`src/rtl/sr_flag_pkg.sv`:
```
// rtl/sr_flag_pkg.sv - shared op encodings and FSM state type for the SR flag arbiter
package sr_flag_pkg;

    localparam logic [1:0] OP_NOP = 2'b00;
    localparam logic [1:0] OP_SET = 2'b01;
    localparam logic [1:0] OP_CLR = 2'b10;
    localparam logic [1:0] OP_TGL = 2'b11;

    typedef enum logic [1:0] {
        ST_IDLE,
        ST_DRIVE,
        ST_HOLD,
        ST_CHECK
    } state_t;

endpackage

```
`src/rtl/sr_cell.sv`:
```
// rtl/sr_cell.sv - single SR flag flop, synchronous reset to 0, set wins over reset input
module sr_cell (
    input  logic clk,
    input  logic rst,
    input  logic s,
    input  logic r,
    output logic q,
    output logic qbar
);

    logic r_q;

    always_ff @(posedge clk) begin
        if (rst) begin
            r_q <= 1'b0;
        end else if (s) begin
            r_q <= 1'b1;
        end else if (r) begin
            r_q <= 1'b0;
        end
    end

    assign q    = r_q;
    assign qbar = ~r_q;

endmodule

```
`src/rtl/sr_flag_arbiter.sv`:
```
// rtl/sr_flag_arbiter.sv - round-robin arbiter sequencing set/clear/toggle ops onto a bank of SR flag cells
module sr_flag_arbiter
    import sr_flag_pkg::*;
#(
    parameter  int NREQ  = 4,
    parameter  int NFLAG = 8,
    localparam int IW    = $clog2(NFLAG)
) (
    input  logic               clk,
    input  logic               rst,
    input  logic [NREQ-1:0]    req,
    input  logic [2*NREQ-1:0]  op,
    input  logic [IW*NREQ-1:0] idx,
    output logic [NREQ-1:0]    gnt,
    output logic [NREQ-1:0]    ack,
    output logic               busy,
    output logic [NFLAG-1:0]   flags,
    output logic               err
);

    localparam int PW = $clog2(NREQ);

    state_t            r_state;
    state_t            w_next;
    logic [NREQ-1:0]   r_gnt;
    logic [NREQ-1:0]   r_ack;
    logic              r_err;
    logic [PW-1:0]     r_ptr;
    logic [PW-1:0]     r_win;
    logic [IW-1:0]     r_idx;
    logic              r_s_lat;
    logic              r_r_lat;
    logic              r_exp;

    logic              w_any;
    logic [PW-1:0]     w_win;
    logic [1:0]        w_op;
    logic [IW-1:0]     w_idx;
    logic              w_set;
    logic              w_clr;
    logic              w_exp;
    logic              w_mis;
    logic [NFLAG-1:0]  w_s;
    logic [NFLAG-1:0]  w_r;
    logic [NFLAG-1:0]  w_q;
    logic [NFLAG-1:0]  w_qbar;

    // Round-robin search starting one past the last acknowledged requester.
    always_comb begin
        w_any = 1'b0;
        w_win = '0;
        for (int i = 0; i < NREQ; i++) begin
            if (!w_any && req[(int'(r_ptr) + i) % NREQ]) begin
                w_any = 1'b1;
                w_win = PW'((int'(r_ptr) + i) % NREQ);
            end
        end
    end

    assign w_op  = op[2*int'(w_win) +: 2];
    assign w_idx = idx[IW*int'(w_win) +: IW];

    // Toggle is resolved against the current Q, so S and R are never both asserted.
    always_comb begin
        w_set = 1'b0;
        w_clr = 1'b0;
        w_exp = w_q[w_idx];
        case (w_op)
            OP_SET: begin
                w_set = 1'b1;
                w_exp = 1'b1;
            end
            OP_CLR: begin
                w_clr = 1'b1;
                w_exp = 1'b0;
            end
            OP_TGL: begin
                w_set = ~w_q[w_idx];
                w_clr = w_q[w_idx];
                w_exp = ~w_q[w_idx];
            end
            default: ;
        endcase
    end

    always_ff @(posedge clk) begin
        if (rst) begin
            r_state <= ST_IDLE;
        end else begin
            r_state <= w_next;
        end
    end

    always_comb begin
        w_next = r_state;
        case (r_state)
            ST_IDLE:  w_next = w_any ? ST_DRIVE : ST_IDLE;
            ST_DRIVE: w_next = ST_HOLD;
            ST_HOLD:  w_next = ST_CHECK;
            ST_CHECK: w_next = ST_IDLE;
            default:  w_next = ST_IDLE;
        endcase
    end

    // Grant stays up through the ack cycle; it is replaced or dropped on the next IDLE edge.
    always_ff @(posedge clk) begin
        if (rst) begin
            r_gnt   <= '0;
            r_ack   <= '0;
            r_err   <= 1'b0;
            r_ptr   <= '0;
            r_win   <= '0;
            r_idx   <= '0;
            r_s_lat <= 1'b0;
            r_r_lat <= 1'b0;
            r_exp   <= 1'b0;
        end else begin
            r_ack <= '0;
            r_err <= 1'b0;
            case (r_state)
                ST_IDLE: begin
                    if (w_any) begin
                        r_gnt   <= NREQ'(1) << w_win;
                        r_win   <= w_win;
                        r_idx   <= w_idx;
                        r_s_lat <= w_set;
                        r_r_lat <= w_clr;
                        r_exp   <= w_exp;
                    end else begin
                        r_gnt <= '0;
                    end
                end
                ST_CHECK: begin
                    r_ack <= r_gnt;
                    r_err <= w_mis;
                    r_ptr <= (int'(r_win) == NREQ - 1) ? '0 : r_win + 1'b1;
                end
                default: ;
            endcase
        end
    end

    assign w_mis = r_exp ? w_qbar[r_idx] : w_q[r_idx];
    assign w_s   = (r_state == ST_DRIVE && r_s_lat) ? (NFLAG'(1) << r_idx) : '0;
    assign w_r   = (r_state == ST_DRIVE && r_r_lat) ? (NFLAG'(1) << r_idx) : '0;

    for (genvar g = 0; g < NFLAG; g++) begin : g_cell
        sr_cell u_cell (
            .clk  (clk),
            .rst  (rst),
            .s    (w_s[g]),
            .r    (w_r[g]),
            .q    (w_q[g]),
            .qbar (w_qbar[g])
        );
    end

    assign gnt   = r_gnt;
    assign ack   = r_ack;
    assign err   = r_err;
    assign busy  = (r_state != ST_IDLE);
    assign flags = w_q;

endmodule

```
`config.mk`:
```
export PLATFORM = sky130hd
export DESIGN_NAME = sr_flag_arbiter
export DESIGN_NICKNAME = d
export VERILOG_FILES = /design/src/rtl/sr_flag_pkg.sv /design/src/rtl/sr_cell.sv /design/src/rtl/sr_flag_arbiter.sv
export SDC_FILE = /design/constraint.sdc
export NUM_CORES = 1
export LEC_CHECK = 0
export ABC_AREA = 1
export CAP_MARGIN = 0
export CELL_PAD_IN_SITES_DETAIL_PLACEMENT = 1
export CELL_PAD_IN_SITES_GLOBAL_PLACEMENT = 1
export CORE_AREA = 8 8 81 83
export CTS_BUF_LIST = sky130_fd_sc_hd__clkbuf_4 sky130_fd_sc_hd__clkbuf_8 sky130_fd_sc_hd__clkbuf_16
export DETAILED_ROUTE_END_ITERATION = 6
export DIE_AREA = 0 0 89 91
export PLACE_DENSITY_LB_ADDON = 0.1
export SLEW_MARGIN = 30
export SYNTH_ARGS = -nofsm -noshare
export SYNTH_HDL_FRONTEND = slang
export SYNTH_SLANG_ARGS = --single-unit
```
`constraint.sdc`:
```
create_clock -name clk -period 2.94 [get_ports clk]
set_input_delay 0.588 -clock clk [delete_from_list [all_inputs] [get_ports clk]]
set_output_delay 0.588 -clock clk [all_outputs]
set_load 0.02 [all_outputs]
```
==> results.yml, run 1 <==
clock_network:
  cts_hold_buf: 0
  cts_tree: "built"
  cts_buffers: 5
  root_buffer: "clkbuf_8"
  h-tree-depth: 2
  post_cts_buffers: 0
  cts.sinks: 29
  cts_buffer_depth: 2
  cts.clk_slew.worst_paths_ns: 0.06
  cts_resized: 0
  clk_latency_ns: 0.28
drt:
  via_per_inst: 4.92
  num_vias: 1943
  wire_per_inst_um: 14.0
  post-route-drc-count: 0
  drt_iter0_drc: 63
  ant_nets: 0
  totalWireLength_um: 5520
  dr.pass1.iters: 4
critical_path:
  reg2reg_to: "r_s_lat"
  cp.required_ns: 3.10
  r2r-start: "r_ptr[0]"
  worstPathMaxFanout: 14
  end_kind: "flip-flop"
  start_kind: "primary input"
  r2r_slack_ns: 0.59
  worstPathArrival_ns: 2.78
  ff2ff_path_depth: 18
  crit_type: "primary input to flip-flop"
cells_and_area:
  diodes: 0
  area_delta_synth_final_pct: 29.5
  fin_nets: 354
  layout-drive-gt1-share: 0.149
grt:
  antenna_found_initial: 0
  track_usage: 0.145
  globalRouteOverflowTotal: 0
  grt_start_max_net_pins: 19
  grt_pass1_vias: 1985
  grt_pass1_wl_um: 9380
pwr:
  power_w: 0.00227
  cellPowerDensity_nw_per_um2: 899
  p_leak_nw: 1.10
  peakVddDrop_v: 0.000405
placed_design:
  io_buffers: 43
  hpwlAfterDp_um: 4310
  routabilityCongestion: 0.798
yosys:
  synth-seq-cells: 29
  synth_top_area_share: 0.298
  syn_inst: 284
  synth_warnings: 0
  ys_types: 34
  postSynthAreaPerCell_um2: 6.85
  synthesis.area_um2: 1950
  yosys-top-cells-area: "dfxtp_1 30%, nand2_1 13%, nand3_1 6.9%, inv_1 6.2%, a21oi_1 5.1%"
  synth_top_area_cell: "dfxtp_1"
  syn_nets: 316
  ys_seq_area_frac: 0.298
die:
  fp.coreArea_um2: 5340
  die_area_um2: 8100
  start_util: 0.365
  num_rows: 27
  num_io_pins: 44
  die_x_um: 89
  dieHeight_um: 91
min_path:
  min_path_cells: 2
  min_from: "gnt[0]"
  hold_path_class: "flip-flop to flip-flop"
  hold_end: "ack[0]"
timing:
  finalCriticalPeriod_ns: 2.62
  max_freq_mhz: 382
  rsz0062_at_grt: "no"
  hold_viol: 0
  hold-worst-slack_ns: 0.444
  drv_slew: 0
  period_share: 0.890
  setup_violations: 0
  setup_tns_ns: 0
  worstMarginPinSlew_ns: 0.486
  clock_skew_ns: 0.00344
  slew_headroom: 0.676
run:
  max_cap_viol_count: 0
status:
  status: "complete, no violations"
-- layout by cell type (no fill, tap or decap) --
| master | count |
|---|---|
| nand2_2 | 15 |
| nand3_1 | 27 |
| nand3b_2 | 1 |
| nand3b_1 | 1 |
| o211ai_1 | 1 |
| ha_1 | 6 |
| a21oi_2 | 2 |
| dfxtp_1 | 29 |
| nor2_8 | 1 |
| inv_2 | 5 |
| o21ai_0 | 7 |
| bufinv_16 | 2 |
| buf_4 | 3 |
| nor3_1 | 7 |
| clkbuf_8 | 5 |
| nand4_1 | 6 |
| nor2_1 | 15 |
| inv_4 | 1 |
| nand3_4 | 2 |
| inv_1 | 32 |
| nand3_2 | 6 |
| or2_2 | 1 |
| o21ai_2 | 1 |
| o211a_1 | 1 |
| clkdlybuf4s50_1 | 43 |
| o22ai_1 | 2 |
| o21ai_1 | 3 |
| nand2_1 | 66 |
| a21oi_1 | 20 |
| o31ai_1 | 5 |
| or2_1 | 2 |
| o221ai_1 | 2 |
| clkinv_2 | 1 |
| nand2_4 | 2 |
-- per-stage QoR --
| stage | setup slack, ns | cell area (um^2) | util | cells |
|---|---|---|---|---|
| 6_report | 0.325 | 2520 | 0.472 | 395 |
| 5_1_grt | 0.0338 | 2520 | 0.472 | 395 |
| 4_1_cts | 0.321 | 2520 | 0.472 | 395 |
| 3_5_place_dp | 0.00349 | 2390 | 0.447 | 387 |
| 3_3_place_gp | 0.0220 | 2390 | 0.447 | 387 |
| 2_1_floorplan | 0.784 | 1950 | - | 284 |
-- logic make-up after synthesis --
kind of cell | share of synthesized area
simple gates | 0.401
buf+inv | 0.127
compound gates | 0.134
flops | 0.298
fa+ha+maj | 0.0386
-- where the power goes --
part,total (W),switching (W),internal [W]
logic,0.00120,0.000768,0.000431
registers,0.000573,0.0000953,0.000478
clock network,0.000494,0.000157,0.000336
-- worst max-delay path, stage by stage --
cell	delay [ns]
clkdlybuf4s50_1	0.49
inv_1	0.06
nand2_1	0.09
nand3_1	0.07
nand2_1	0.11
inv_1	0.11
nand3_4	0.13
nand3_4	0.17
nand2_1	0.11
nand2_1	0.05
nand2_1	0.16
nand2_2	0.12
nand2_1	0.07
nand3_1	0.08
nand3b_2	0.11
nand2_2	0.06
o21ai_1	0.11
a21oi_1	0.07
-- registers in the layout (all words and copies together), names as in the netlist --
signal	count
r_r_lat	1
ack	4
r_idx	3
r_state	2
r_exp	1
g_cell.u_cell.q	8
r_ptr	2
r_s_lat	1
r_win	2
err	1
gnt	4
-- cell usage after synthesis --
master     n
inv_4      1
nor2_1    15
o221ai_1   2
o21ai_2    1
o211ai_1   1
inv_1     32
nand2_4    2
o21ai_1    3
nor2_8     1
buf_4      9
nand3_1   27
or2_2      1
o21ai_0    7
dfxtp_1   29
buf_1      1
a21oi_1   20
o211a_1    1
nor3_1     7
ha_1       6
nand2_1   66
nand4_1    6
nand2_2   15
a21oi_2    2
inv_2      5
o31ai_1    5
nand3_4    2
nand3_2    6
nand3b_1   1
buf_2      1
o22ai_1    2
buf_8      1
or2_1      2
nand3b_2   1
clkbuf_1   3
-- per-layer routing --
| layer | vias to the layer above | track usage | share of wire |
|---|---|---|---|
| li1 | 997 | - | - |
| met1 | 902 | 0.181 | 0.47 |
| met2 | 36 | 0.238 | 0.47 |
| met3 | 8 | 0.0369 | 0.050 |
| met4 | 0 | 0.0416 | 0.010 |
| met5 | - | 0 | 0 |
-- layout make-up --
class,count,area [um^2]
inverters,38,145
clock inverters,3,65.1
well taps,72,90.1
multi-input cells,202,1120
clock buffers,5,68.8
flip-flops and latches,29,581
fillers,714,2820
repair buffers,46,453
-- worst max path at each step --
stage / startpoint / cells after the start / to / slack (ns)
final: req[2] / 18 / r_r_lat / 0.32
after CTS: req[2] / 18 / r_r_lat / 0.32
after global routing: req[0] / 18 / r_r_lat / 0.03
after floorplan: req[3] / 19 / r_s_lat / 0.78
after global placement: req[1] / 18 / r_r_lat / 0.02
after detailed placement: req[2] / 18 / r_r_lat / 0.003
No activity file was read; power rests on OpenSTA's default activity.
==> run 2, diff against run 1 <==
CORE_AREA = 8 8 83 85   (was 8 8 81 83)
DIE_AREA = 0 0 91 93   (was 0 0 89 91)
SYNTH_HIERARCHICAL = 1   (was unset)
==> run 2 against run 1 <==
  * Via count increased by 13%
  * Critical path depth unchanged
  * Largest cell class unchanged
  * Hold slack better by 0.0049 ns
  * Final area up 7.3%
  * Critical path type unchanged
  * Clock power about the same
  * Register-to-register slack is essentially flat
  * Count of clock-buffer cells in the layout is the same
  * Clock skew is 0.0026 ns higher
  * Sequential cell count did not move
==> results.yml, run 2 <==
run:
  max_cap_viol_count: 0
die:
  num_io_pins: 44
  fp.coreArea_um2: 5680
  dieHeight_um: 93
  die_x_um: 91
  num_rows: 28
  die_area_um2: 8460
  start_util: 0.361
pwr:
  sw_frac_of_total: 0.449
  peakVddDrop_v: 0.000413
  cellPowerDensity_nw_per_um2: 847
  seqPwrFrac: 0.245
  p_leak_nw: 1.12
  switchingPower_w: 0.00103
  power_w: 0.00229
  intPower_w: 0.00126
  p_clk_frac: 0.216
  combPwrFrac: 0.539
timing:
  clock_skew_ns: 0.00601
  worstMarginPinSlew_ns: 0.410
  setup_tns_ns: 0
  max_freq_mhz: 385
  hold_viol: 0
  rsz0062_at_grt: "no"
  finalCriticalPeriod_ns: 2.60
  period_share: 0.884
  setup_violations: 0
  drv_slew: 0
  slew_headroom: 0.726
critical_path:
  cp.required_ns: 3.10
  worstPathMaxFanout: 14
  worstPathArrival_ns: 2.76
  slowest_stage: "clkdlybuf4s50_1"
  start_kind: "primary input"
  ff2ff_path_depth: 18
  worstPathCellList: "clkdlybuf4s50_1 -> inv_1 -> nand2_1 -> nand3_1 -> nand2_1 -> inv_1 -> nand3_4 -> nand3_4 -> inv_4 -> nand2_1 -> nand3_2 -> nand3_1 -> nand3_1 -> nand3_1 -> nand2_1 -> nand2_1 -> nand3_1 -> a21oi_1"
  end_kind: "flip-flop"
  critPathMaxStageDelay_ns: 0.48
  crit_type: "primary input to flip-flop"
yosys:
  ys_types: 31
  synth-seq-cells: 29
  synth_warnings: 6
  synth_top_area_share: 0.283
  syn_inst: 320
  synth_top_area_cell: "dfxtp_1"
  postSynthAreaPerCell_um2: 6.41
  syn_nets: 352
  synthFlopType: "dfxtp_1"
  async_reset_ff_frac: 0
  synth.most_common_cell: "nand2_1"
  synth-edff-count: 0
  ys_seq_area_frac: 0.283
  yosys-top-cells-area: "dfxtp_1 28%, nand2_1 15%, inv_1 12%, nand3_1 6.6%, a21oi_1 3.9%"
  synthesis.area_um2: 2050
  synth_commonest_cells: "80 x nand2_1, 65 x inv_1, 29 x dfxtp_1"
clock_network:
  clk_latency_ns: 0.28
  cts_buffers: 5
  cts_buffer_depth: 2
  cts.sinks: 29
  cts.clk_slew.worst_paths_ns: 0.07
  cts_tree: "built"
  root_buffer: "clkbuf_8"
  post_cts_buffers: 0
  cts_hold_buf: 0
  h-tree-depth: 2
cells_and_area:
  seq_area_um2: 581
  layout_common_cells: "80 x nand2_1, 65 x inv_1, 43 x clkdlybuf4s50_1"
  largest_reg_flops: 8
  diodes: 0
  multi_input_area_um2: 1160
  fin_nets: 401
  layout-drive-gt1-share: 0.111
  final_common_cell: "nand2_1"
  fillers: 768
  area_delta_synth_final_pct: 31.8
drt:
  post-route-drc-count: 0
  ant_nets: 0
  wire_per_inst_um: 13.7
  via_per_inst: 4.95
  dr.pass1.iters: 4
  drt_iter0_drc: 55
  totalWireLength_um: 6100
  num_vias: 2201
grt:
  grt_pass1_vias: 2280
  track_usage: 0.153
  grt_start_max_net_pins: 21
  antenna_found_initial: 0
  grt_pass1_wl_um: 10800
  globalRouteOverflowTotal: 0
placed_design:
  routabilityCongestion: 0.814
  hpwlAfterDp_um: 5040
  io_buffers: 43
status:
  status: "complete, no violations"
min_path:
  hold_path_class: "flip-flop to flip-flop"
  min_path_cells: 2
==> run 2: changes by cell type after synthesis, sizes merged, moves of 3 or more <==
cell,change
o31ai,-5
nand2,+5
inv,+32
nor2,-3
o211ai,+5
a22oi,+4
buf,-9
nor3,+9
==> run 2: kinds of logic after synthesis <==
logic type,Yosys count,synth area share
flops,29,0.283
compound gates,50,0.160
buf+inv,77,0.152
fa+ha+maj,6,0.0366
simple gates,158,0.368
==> run 2: worst max-delay path, delay by kind of cell <==
kind                   cells  cell delay [ns]
AO/OA/AOI/OAI              1             0.06
buffers and inverters      4             0.79
AND/OR/NAND/NOR           13             1.32
==> run 2: stage by stage <==
| step | util | cell area, um^2 | cells | setup WS, ns | hold WS [ns] |
|---|---|---|---|---|---|
| after detailed placement | 0.452 | 2570 | 437 | -0.0320 | 0.445 |
| after global placement | 0.452 | 2570 | 437 | 0.0481 | 0.439 |
| after CTS | 0.476 | 2700 | 445 | 0.266 | 0.455 |
| after global routing | 0.476 | 2700 | 445 | 0.0328 | 0.495 |
| after floorplan | - | 2050 | 320 | 0.802 | 0.446 |
| final | 0.476 | 2700 | 445 | 0.342 | 0.448 |
==> run 2: cell type report <==
cell class                      count  area share
Tap cell                           75      0.0347
Clock buffer                        5      0.0255
Clock inverter                      3      0.0241
Multi-Input combinational cell    214       0.429
Sequential cell                    29       0.215
Inverter                           71      0.0995
Timing Repair Buffer               48       0.173
==> run 2: repair_timing <==
action / 4_1_cts / 5_1_grt
gates resized for setup: 0 / 1
setup endpoints to repair: 0 / 3
hold endpoints to repair: 0 / 0
==> run 2: per-layer routing <==
| metal | part of all wire | vias to the layer above | GRT usage |
|---|---|---|---|
| li1 | - | 1125 | - |
| met1 | 0.43 | 1041 | 0.176 |
| met2 | 0.53 | 27 | 0.278 |
| met3 | 0.030 | 8 | 0.0377 |
| met4 | 0.013 | 0 | 0.0368 |
| met5 | 0 | - | 0 |
==> run 2: power by group through the flow <==
stage                     registers, W  clock network, W  logic [W]
after floorplan               0.000569                 0   0.000882
after global placement        0.000569                 0    0.00122
after detailed placement      0.000569                 0    0.00124
after CTS                     0.000563          0.000505    0.00125
after global routing          0.000576          0.000529    0.00141
final                         0.000561          0.000494    0.00123
==> run 2: worst paths after layout <==
path / from / endpoint / slack [ns]
worst max-delay path: req[2] / r_r_lat / 0.34
worst min register to register: gnt[0] / ack[0] / 0.45
worst max register to register: r_ptr[0] / r_r_lat / 0.60
worst min-delay path: gnt[0] / ack[0] / 0.45
